--- config.mk ---
export PLATFORM = sky130hd
export DESIGN_NAME = pwm_duty_gen
export DESIGN_NICKNAME = d
export VERILOG_FILES = /design/src/rtl/pwm_duty_gen.sv
export SDC_FILE = /design/constraint.sdc
export NUM_CORES = 1
export LEC_CHECK = 0
export CORE_AREA = 2 2 77 79
export DETAILED_ROUTE_END_ITERATION = 8
export DIE_AREA = 0 0 79 81
export HOLD_SLACK_MARGIN = 0.05
export PLACE_DENSITY = 0.75
export SLEW_MARGIN = 20
export SYNTH_ARGS = -nofsm -noshare
export SYNTH_HDL_FRONTEND = slang
export SYNTH_SLANG_ARGS = --single-unit
--- constraint.sdc ---
create_clock -name clk_pwm_out -period 3.6 [get_ports clk_pwm_out]
set_input_delay 0.72 -clock clk_pwm_out [delete_from_list [all_inputs] [get_ports clk_pwm_out]]
set_output_delay 0.72 -clock clk_pwm_out [all_outputs]
set_load 0.05 [all_outputs]
--- src/rtl/pwm_duty_gen.sv ---
// pwm_duty_gen: turns the ABS-stage magnitude stream into the 8-bit LED PWM duty word.
// Each sample is scaled and saturated to 8 bits, and the largest sample of each
// 256-cycle frame is kept. A VU-meter style peak-hold with linear decay is then
// applied to that per-frame maximum. Duty only changes on frame boundaries, so the
// PWM stage never sees a mid-frame update.
module pwm_duty_gen #(
    parameter int IN_W        = 16,
    parameter int SHIFT       = 8,
    parameter int HOLD_FRAMES = 4,
    parameter int DECAY_STEP  = 2
) (
    input  logic            clk_pwm_out,
    input  logic            rst_n,
    input  logic            mag_valid,
    input  logic [IN_W-1:0] mag_data,
    output logic [7:0]      pwm_data,
    output logic            frame_start,
    output logic            peak_active
);

    typedef enum logic [1:0] {
        IDLE  = 2'd0,
        HOLD  = 2'd1,
        DECAY = 2'd2
    } state_t;

    localparam logic [7:0] HOLD_INIT  = 8'(HOLD_FRAMES);
    localparam logic [7:0] DECAY_AMT  = 8'(DECAY_STEP);
    localparam logic [IN_W-1:0] SAT_LIMIT = IN_W'(255);

    logic [7:0]      fcnt_q;
    logic            frameEnd;

    logic [IN_W-1:0] shifted;
    logic [7:0]      sample;
    logic [7:0]      validSample;
    logic [7:0]      cand;

    logic [7:0]      frameMax_q, frameMax_d;

    state_t          state_q, state_d;
    logic [7:0]      pk_q, pk_d;
    logic [7:0]      holdCnt_q, holdCnt_d;

    logic [7:0]      pwmData_q;
    logic            frameStart_q;
    logic            peakActive_q;

    assign frameEnd = (fcnt_q == 8'hFF);

    // Free-running frame counter, aligned with the PWM counter released from the same reset
    always_ff @(posedge clk_pwm_out or negedge rst_n) begin
        if (!rst_n) begin
            fcnt_q <= 8'd0;
        end else begin
            fcnt_q <= fcnt_q + 8'd1;
        end
    end

    // Scale the incoming sample and saturate it into 8 bits; also form the frame-end candidate
    always_comb begin
        shifted     = mag_data >> SHIFT;
        sample      = shifted[7:0];
        if (shifted > SAT_LIMIT) begin
            sample = 8'hFF;
        end
        validSample = mag_valid ? sample : 8'd0;
        cand        = (frameMax_q >= validSample) ? frameMax_q : validSample;
        frameMax_d  = frameEnd ? 8'd0 : cand;
    end

    // Running maximum of the current frame, cleared once the frame's candidate is taken
    always_ff @(posedge clk_pwm_out or negedge rst_n) begin
        if (!rst_n) begin
            frameMax_q <= 8'd0;
        end else begin
            frameMax_q <= frameMax_d;
        end
    end

    // Peak-hold/decay next-state logic; only acts at the frame-end cycle
    always_comb begin
        state_d   = state_q;
        pk_d      = pk_q;
        holdCnt_d = holdCnt_q;
        if (frameEnd) begin
            if ((cand >= pk_q) && (cand != 8'd0)) begin
                pk_d      = cand;
                holdCnt_d = HOLD_INIT;
                state_d   = HOLD;
            end else begin
                case (state_q)
                    IDLE: begin
                        state_d = IDLE;
                    end
                    HOLD: begin
                        holdCnt_d = (holdCnt_q == 8'd0) ? 8'd0 : holdCnt_q - 8'd1;
                        if (holdCnt_q <= 8'd1) begin
                            state_d = DECAY;
                        end
                    end
                    DECAY: begin
                        if (pk_q > DECAY_AMT) begin
                            pk_d = pk_q - DECAY_AMT;
                        end else begin
                            pk_d    = 8'd0;
                            state_d = IDLE;
                        end
                    end
                    default: begin
                        pk_d    = 8'd0;
                        state_d = IDLE;
                    end
                endcase
            end
        end
    end

    // Peak-hold state register
    always_ff @(posedge clk_pwm_out or negedge rst_n) begin
        if (!rst_n) begin
            state_q   <= IDLE;
            pk_q      <= 8'd0;
            holdCnt_q <= 8'd0;
        end else begin
            state_q   <= state_d;
            pk_q      <= pk_d;
            holdCnt_q <= holdCnt_d;
        end
    end

    // Registered outputs: duty and activity only move at frame end, visible when fcnt wraps to 0
    always_ff @(posedge clk_pwm_out or negedge rst_n) begin
        if (!rst_n) begin
            pwmData_q    <= 8'd0;
            frameStart_q <= 1'b0;
            peakActive_q <= 1'b0;
        end else begin
            frameStart_q <= frameEnd;
            if (frameEnd) begin
                pwmData_q    <= pk_d;
                peakActive_q <= (state_d != IDLE);
            end
        end
    end

    assign pwm_data    = pwmData_q;
    assign frame_start = frameStart_q;
    assign peak_active = peakActive_q;

endmodule
==> results.md <==
- Hold Fails Final Rpt: 0
- Vias: 2809
- Max-capacitance violation count: 0
- # DRC: 0
- Top post-synthesis cells by area: dfrtp_1 40%, ha_1 11%, nor2_1 3.9%
- Largest net degree at the start of global routing: 45
- H-tree Lvls: 2
- Failing checks: setup timing
- Cell row count: 28
- Mean Syn Cell Area: 9.38 um^2
- Top_reg_cell synth: dfrtp_1
- Ys async rst share: 1.00
- Vias in the first global route: 2680
- Layout cells sized above 1: 0.417
- Startpoint class of the critical path: primary input
- Total grt overflow: 0
- Worst skew pair latency: 0.30 ns
- WP data required: 3.77 ns
- Crit-path cells: clkbuf_2, nand2_2, ha_4, and4_4, o21ai_2, o221ai_4, buf_6, nor2_2, a21oi_4, inv_2, ha_4, a21o_1, a31oi_4, o21ai_2, and2_4, a21oi_4, buf_12, a222oi_1
- EDFF count, synth: 0
- Die Footprint: 6400 um^2
- Seq cells post-synth: 44
- Critical path capture point type: flip-flop
- Dpl ws: -1.10 ns
- Area added between synthesis and finish: 48.9%
- Post-Route WL: 8.73 mm
- Filler cells: 388
- Initial antenna violation count: 0
- Placed cell areas: 3420 um^2
- Max-slew headroom: 0.621
- Setup ws final: -0.0213 ns
- Highest Clock Rate: 276 MHz
- Max VDD drop: 0.384 mV
- Leak pwr: 1.87 nW
- Die width: 79 um
- CTS tree: yes
- CP max stage delay: 0.41 ns
- Final period util: 1.01
- Core area: 5680 um^2
- Setup violators final: 1
- Final instance area: 4150 um^2
- DRT antenna net count: 0
- Dominant cell type by area after synthesis: dfrtp_1
- CP arrival: 3.80 ns
- TritonCTS sink count: 44
- Actual slew at the worst max-slew pin: 0.569 ns
- Fin. max-slew vios: 0
- Total GRT Usage: 0.252
- Root buf cell: clkbuf_8
- Maximum fanout along the worst path: 8
- Final min period: 3.62 ns
- Num CTS Buffers: 5
- Clock transition at the registers of the reported paths: 0.09 ns
- Seq/Total Area, Yosys: 0.395
- Vias per cell: 5.96
- Port Buffers: 20
- First-pass GRT wire length: 12.7 mm
- Drt pass-1 iters: 5
- Syn_nets: 341
- DIE HEIGHT: 81 um
- Ys Warns: 0
- Drt first-iter violations: 327
- Drt wl/cell: 18.5 um
- Dpl hpwl: 5.04 mm
- Status: finished with violations
- Yosys top cell area share: 0.395
- Worst reg2reg path startpoint: frameMax_q[5]$_DFF_PN0_
- Synth Cell Area: 2790 um^2
- Slowest CP cell: o221ai_4
- Top cells by count, synth: 44 x dfrtp_1, 29 x nor2_1, 25 x ha_1, 25 x inv_1, 24 x nand2_1
- Skew final: 0.00994 ns
- Number of diodes: 0
- Setup CP Type: primary input to flip-flop
- I/O pin total: 29
- First element of the critical path: mag_data[14]
- Final net count: 440
- RePlAce Congestion: 0.907
- Number of library cell types mapped by synthesis: 55
- Initial core utilization: 0.491
- Post-Synthesis Cells: 297
- Bufs on Longest Clock Path: 2
- Top-count cell post-synth: dfrtp_1
- RSZ-0062 raised after global routing: true
- PwrDens: 566 nW/um^2
- Hold Path Class: primary input to async pin
-- stage by stage --
| step | hold WS (ns) | util | setup TNS (ns) | total power [mW] | std cells |
|---|---|---|---|---|---|
| final | 0.413 | 0.731 | -0.0213 | 2.35 | 471 |
| after global routing | 0.461 | 0.731 | -0.360 | 2.45 | 471 |
| after CTS | 0.476 | 0.699 | 0 | 2.07 | 464 |
| after detailed placement | 0.463 | 0.602 | -25.88 | 1.51 | 422 |
| after global placement | 0.458 | 0.602 | -23.86 | 1.48 | 422 |
| after floorplan | 0.424 | - | -3.29 | 1.11 | 297 |
-- worst max-delay path, delay by kind of cell --
| kind | cells | cell delay, ns |
|---|---|---|
| AO/OA/AOI/OAI | 8 | 1.42 |
| buffers and inverters | 4 | 0.49 |
| AND/OR/NAND/NOR | 4 | 0.59 |
| adder cells (fa/ha/maj) | 2 | 0.56 |
-- registers in the layout (all words and copies together) (netlist names) --
| signal | flops |
|---|---|
| pk_q | 8 |
| pwm_data | 8 |
| holdCnt_q | 8 |
| frame_start | 1 |
| frameMax_q | 8 |
| fcnt_q | 8 |
| state_q | 2 |
| peak_active | 1 |
-- logic make-up after synthesis --
| family | Yosys count | synth area share |
|---|---|---|
| compound gates | 81 | 0.211 |
| xor+xnor | 6 | 0.0189 |
| fa+ha+maj | 25 | 0.112 |
| buf+inv | 37 | 0.0534 |
| flops | 44 | 0.395 |
| mux | 6 | 0.0251 |
| simple gates | 98 | 0.185 |
-- where the power goes --
group	switching, mW	internal (mW)	total (mW)	leakage, nW
Clock	0.169	0.132	0.301	0.0400
Combinational	0.673	0.790	1.46	1.36
Sequential	0.0484	0.538	0.586	0.472
-- routing by layer --
metal,vias up,GRT usage,part of all wire
met2,116,0.442,0.50
met4,0,0.0655,0.025
met1,1379,0.329,0.43
met3,29,0.0378,0.041
li1,1285,-,-
met5,-,0,0
-- cells in the final DEF, fill, tap and decap left out, drive strengths merged, types with 2 or more instances in the layout --
cell type,count
clkbuf,12
mux2,2
clkinv,2
ha,25
mux2i,4
and2,4
nor4b,3
buf,85
nand3b,2
a222oi,4
a22oi,4
nor4,10
dfrtp,44
a21oi,13
inv,25
nor3b,2
a221o,3
a211o,2
nand3,7
nor2,29
xor2,2
xnor2,4
a21o,6
a211oi,5
nand2b,2
o31ai,4
nor3,6
o21ai,22
clkdlybuf4s50,10
or2,3
a31oi,3
a221oi,6
or4,3
nand2,24
-- final cells by class --
| class | instances | area (um^2) | area share |
|---|---|---|---|
| flip-flops and latches | 44 | 1100 | 0.265 |
| repair buffers | 103 | 886 | 0.214 |
| clock inverters | 2 | 12.5 | 0.00302 |
| well taps | 75 | 93.8 | 0.0226 |
| inverters | 26 | 97.6 | 0.0235 |
| multi-input cells | 216 | 1890 | 0.455 |
| clock buffers | 5 | 68.8 | 0.0166 |
-- path summary, 6_finish.rpt --
path,cells past startpoint,endpoint,slack [ns]
setup / recovery,18,pk_q[6]$_DFF_PN0_,-0.02
hold / removal,1,frameMax_q[7]$_DFF_PN0_,0.41
setup reg to reg,16,pk_q[6]$_DFF_PN0_,0.13
hold reg to reg,1,fcnt_q[0]$_DFF_PN0_,0.47
max in group asynchronous,1,fcnt_q[3]$_DFF_PN0_,2.80
min in group clk_pwm_out,1,fcnt_q[0]$_DFF_PN0_,0.47
-- what timing repair did --
item	4_1_cts	5_1_grt
endpoints found under the setup margin	27	25
setup buffers	34	8
resized for setup	60	38
hold buffers	0	0
pin swaps	18	24
gates cloned	1	1
Power figures use the tool's default switching activity.
==> edit 1 (config.mk and constraints unchanged) <==
Register the output `frame_start` once more, with the module's reset; this adds one clock of latency there. The other outputs are not delayed to match.
--- a/src/rtl/pwm_duty_gen.sv
+++ b/src/rtl/pwm_duty_gen.sv
@@ -145,7 +145,13 @@
     end
 
     assign pwm_data    = pwmData_q;
-    assign frame_start = frameStart_q;
+    always_ff @(posedge clk_pwm_out or negedge rst_n) begin
+        if (!rst_n) begin
+            frame_start <= '0;
+        end else begin
+            frame_start <= frameStart_q;
+        end
+    end
     assign peak_active = peakActive_q;
 
 endmodule
Formal check against the unedited RTL: no difference found for any inputs over 10 cycles, from zero or initial values and one cycle with rst_n low; that may be too few to reach the edited logic, so the function may still have changed.
==> edit 1 against the unedited design <==
The flow still finishes with violations (setup timing); worst setup slack worse by 0.045 ns; final area is 0.42% lower; register-to-register slack worse by 0.03 ns; sequential cell count is 1 higher; wire length is 4.8% higher; synthesized area is 0.90% higher; critical path depth is 2 lower; global-route usage is 3.6 points higher; sequential share of layout area is 0.72 points higher; total power is 4.0% lower; via count is 1.0% lower; critical path type unchanged; highest routed layer unchanged.
==> edit 1: results (changes against the unedited design) <==
* Cells after DPL at 417 (-1.2%)
* Via density at 5.917 (-0.79%)
* Final worst slack at -0.06606 ns (-0.04480 ns)
* Relative slew slack at 61.55% (-0.52 points)
* Sw Ratio at 39.17% (+1.3 points)
* Max VDD drop at 303.6 uV (-21%)
* Status: finished, violations left
* Min-delay worst type: reg2reg
* Worst EP arrival at 3.82 ns (+0.02 ns)
* Share of cells above drive strength 1 at 38.23% (-3.4 points)
* Largest stage delay, worst path at 0.38 ns (-0.03 ns)
* GRT Total Usage at 28.84% (+3.6 points)
* Worst flop-to-flop path startpoint: frameMax_q[0]
* Synth area leaders: dfrtp_1, ha_1, nor2_1, o21ai_0, inv_1
* Final GP Congestion at 0.9413 (+3.8%)
* Post-Synthesis Cells at 298 (+0.34%)
* Grt met2 use at 51.27% (+7.1 points)
* Failing checks: setup timing
* Violation count after the first detailed-route iteration at 360 (+10%)
* FF-to-FF setup slack at 0.10 ns (-0.03 ns)
* Crit Path Max Fanout at 7 (-1)
* Met1 Use GR at 35.09% (+2.2 points)
* Syn Nets at 342 (+0.29%)
* Combinational power share at 59.0% (-3.3 points)
* Pin count of the biggest net entering global routing at 46 (+2.2%)
* Final setup viols at 3 (+2)
* First-pass GRT wire length at 14150 um (+11%)
* Critical Path Sink: pk_q[5]
* Post-Layout Cell Count at 470 (-0.21%)
* Clock share of power at 13.9% (+1.1 points)
* Met3 Resource Use GR at 4.889% (+1.1 points)
* H-tree level count at 2 (unchanged)
* Int Power at 1.372 mW (-5.9%)
* Placement Cell Area at 3408 um^2 (-0.22%)
* LEAKAGE at 1.863 nW (-0.46%)
## edit 1: final cells by class
class                   count  area, um^2
clock buffers               7       76.32
clock inverters             1       7.507
fillers                   372        1544
inverters                  26       97.59
multi-input cells         216        1872
flip-flops and latches     45        1126
well taps                  75       93.84
repair buffers            100       858.3
## edit 1: cell families (layout without fill, tap and decap cells)
logic type | count (synthesis) | in the layout | share of synthesized area (%)
DFF | 45 | 45 | 40.05
muxes | 6 | 6 | 2.492
buffers and inverters | 37 | 134 | 5.296
adders and majority gates | 25 | 25 | 11.13
and+or+nand+nor | 98 | 98 | 18.29
AOI/OAI and AO/OA | 81 | 81 | 20.87
xor gates and xnor gates | 6 | 6 | 1.869
## edit 1: how the worst min path moves through the flow
stage | endpoint | slack [ns] | cells past startpoint
4_1_cts | frame_start | 0.36 | 0
2_1_floorplan | frame_start | 0.33 | 0
3_5_place_dp | frame_start | 0.34 | 0
3_3_place_gp | frame_start | 0.33 | 0
5_1_grt | frame_start | 0.38 | 0
6_report | frame_start | 0.36 | 0
## edit 1: timing repair
action / CTS / global route
gates cloned: 1 / 1
gates resized for setup: 58 / 22
pin swaps: 21 / 18
buffers inserted: 39 / 4
endpoints found under the setup margin: 27 / 25
## edit 1: per-layer routing
layer	part of all wire (%)	wire length [um]
met1	40	3657
met2	52	4712
met3	6.3	580
met4	2.1	193
met5	0	0
## edit 1: through the flow
step,utilization (%),worst slack [ns],TNS (ns)
6_report,72.80,-0.06606,-0.09161
2_1_floorplan,-,-0.2497,-3.294
3_3_place_gp,60.05,-1.038,-22.07
3_5_place_dp,60.05,-1.048,-22.97
5_1_grt,72.80,-0.1403,-0.9592
4_1_cts,70.81,0.02115,0
==> edit 2 (same settings) <==
Made on the original files. The parameter `IN_W` goes from 16 to 12.
--- a/src/rtl/pwm_duty_gen.sv
+++ b/src/rtl/pwm_duty_gen.sv
@@ -4,7 +4,7 @@
 // applied to that per-frame maximum. Duty only changes on frame boundaries, so the
 // PWM stage never sees a mid-frame update.
 module pwm_duty_gen #(
-    parameter int IN_W        = 16,
+    parameter int IN_W        = 12,
     parameter int SHIFT       = 8,
     parameter int HOLD_FRAMES = 4,
     parameter int DECAY_STEP  = 2
Interface: changed (resized mag_data); port bits go from 29 to 25. No check against the original RTL was run, so the function may have changed too.
==> edit 2 against the unedited design <==
Global-route usage fell by 5.0 points; die area did not move; wire length fell by 29%; total power fell by 23%; final area fell by 17%; synthesized area fell by 5.1%; sequential cell count did not move; worst setup slack improved by 0.044 ns; largest cell class unchanged.
==> edit 2: results (changes against the unedited design) <==
* Status: completed
* Most instantiated cells after synthesis: dfrtp_1, inv_1, ha_1
* Worst Tran Pin Value at 0.8472 ns (+0.2783 ns)
* Worst flop-to-flop path startpoint: frameMax_q[3]
* Post-synthesis adder-cell area fraction at 9.938% (-1.3 points)
* FILL cells at 477 (+23%)
* Pre-Repair DR Iteration Count at 4 (-1)
* Share of cells above drive strength 1 at 27.83% (-14 points)
* Synthesized area per cell at 9.828 um^2 (+4.8%)
* WL met2 at 3141 um (-28%)
* Violation count after the first detailed-route iteration at 110 (-66%)
* Final GP Congestion at 0.8160 (-10%)
* GRT Total Usage at 20.24% (-5.0 points)
* HPWL Detailed at 3804 um (-25%)
* Hold Slack at 0.3954 ns (-0.01752 ns)
* Post-Synth XOR/XNOR Area at 2.982% (+1.1 points)
* Critical R2R Capture: holdCnt_q[4]
* Clk_skew at 0.007733 ns (-0.002205 ns)
* Max VDD drop at 299.0 uV (-22%)
* Grt met2 use at 34.92% (-9.2 points)
* # nets final at 362 (-18%)
* Worst r2r path cells at 11 (-5)
* IO Port Bufs at 16 (-20%)
* Pre-CTS WS at -0.8070 ns (+0.2969 ns)
* Via density at 5.505 (-7.7%)
* Met3 routed WL at 240 um (-32%)
* Mux share of post-synthesis cell area at 3.360% (+0.85 points)
* FF-to-FF setup slack at 0.19 ns (+0.06 ns)
* Max stage delay cell, worst path: or4_1
-- edit 2: cell types whose count changed after synthesis, moves of 4 or more --
cell and delta:
ha_1 -4, nor2_1 -12, o21a_1 +6, o21ai_0 -5
nor4_1 -9, nand2_1 -11, a222oi_1 -4, a21boi_1 +4
a221oi_1 -4
-- edit 2: layout make-up --
class / count / area share, %
multi-input cells: 192 / 45.83
flip-flops and latches: 44 / 32.04
repair buffers: 61 / 14.23
well taps: 75 / 2.730
inverters: 22 / 2.403
clock buffers: 5 / 2.002
clock inverters: 3 / 0.7645
-- edit 2: worst max-delay path by stage --
stage                               to         start  slack (ns)
after floorplan           holdCnt_q[4]   mag_data[8]        0.02
after global placement    holdCnt_q[4]     mag_valid       -0.69
after detailed placement       pk_q[6]     mag_valid       -0.81
after CTS                      pk_q[6]  mag_data[10]        0.01
after global routing      holdCnt_q[7]     mag_valid        -0.1
final                     holdCnt_q[4]     mag_valid        0.02
-- edit 2: stage by stage --
step | utilization [%] | instance area, um^2 | setup TNS [ns]
2_1_floorplan | - | 2650 | 0
3_3_place_gp | 52.25 | 2965 | -15.11
3_5_place_dp | 52.25 | 2965 | -17.71
4_1_cts | 59.26 | 3363 | 0
5_1_grt | 60.56 | 3437 | -0.7156
6_report | 60.56 | 3437 | 0
-- edit 2: repair_timing --
action	4_1_cts	5_1_grt
buffers inserted	25	6
pin swaps	14	14
resized for setup	26	19
cloned	1	0
setup endpoints to repair	27	19
hold endpoints to repair	0	0
-- edit 2: where the power goes --
group          leakage [nW]  internal (mW)  switching, mW
logic                 0.969          0.492          0.452
registers             0.554          0.512         0.0191
clock network        0.0491          0.143          0.185
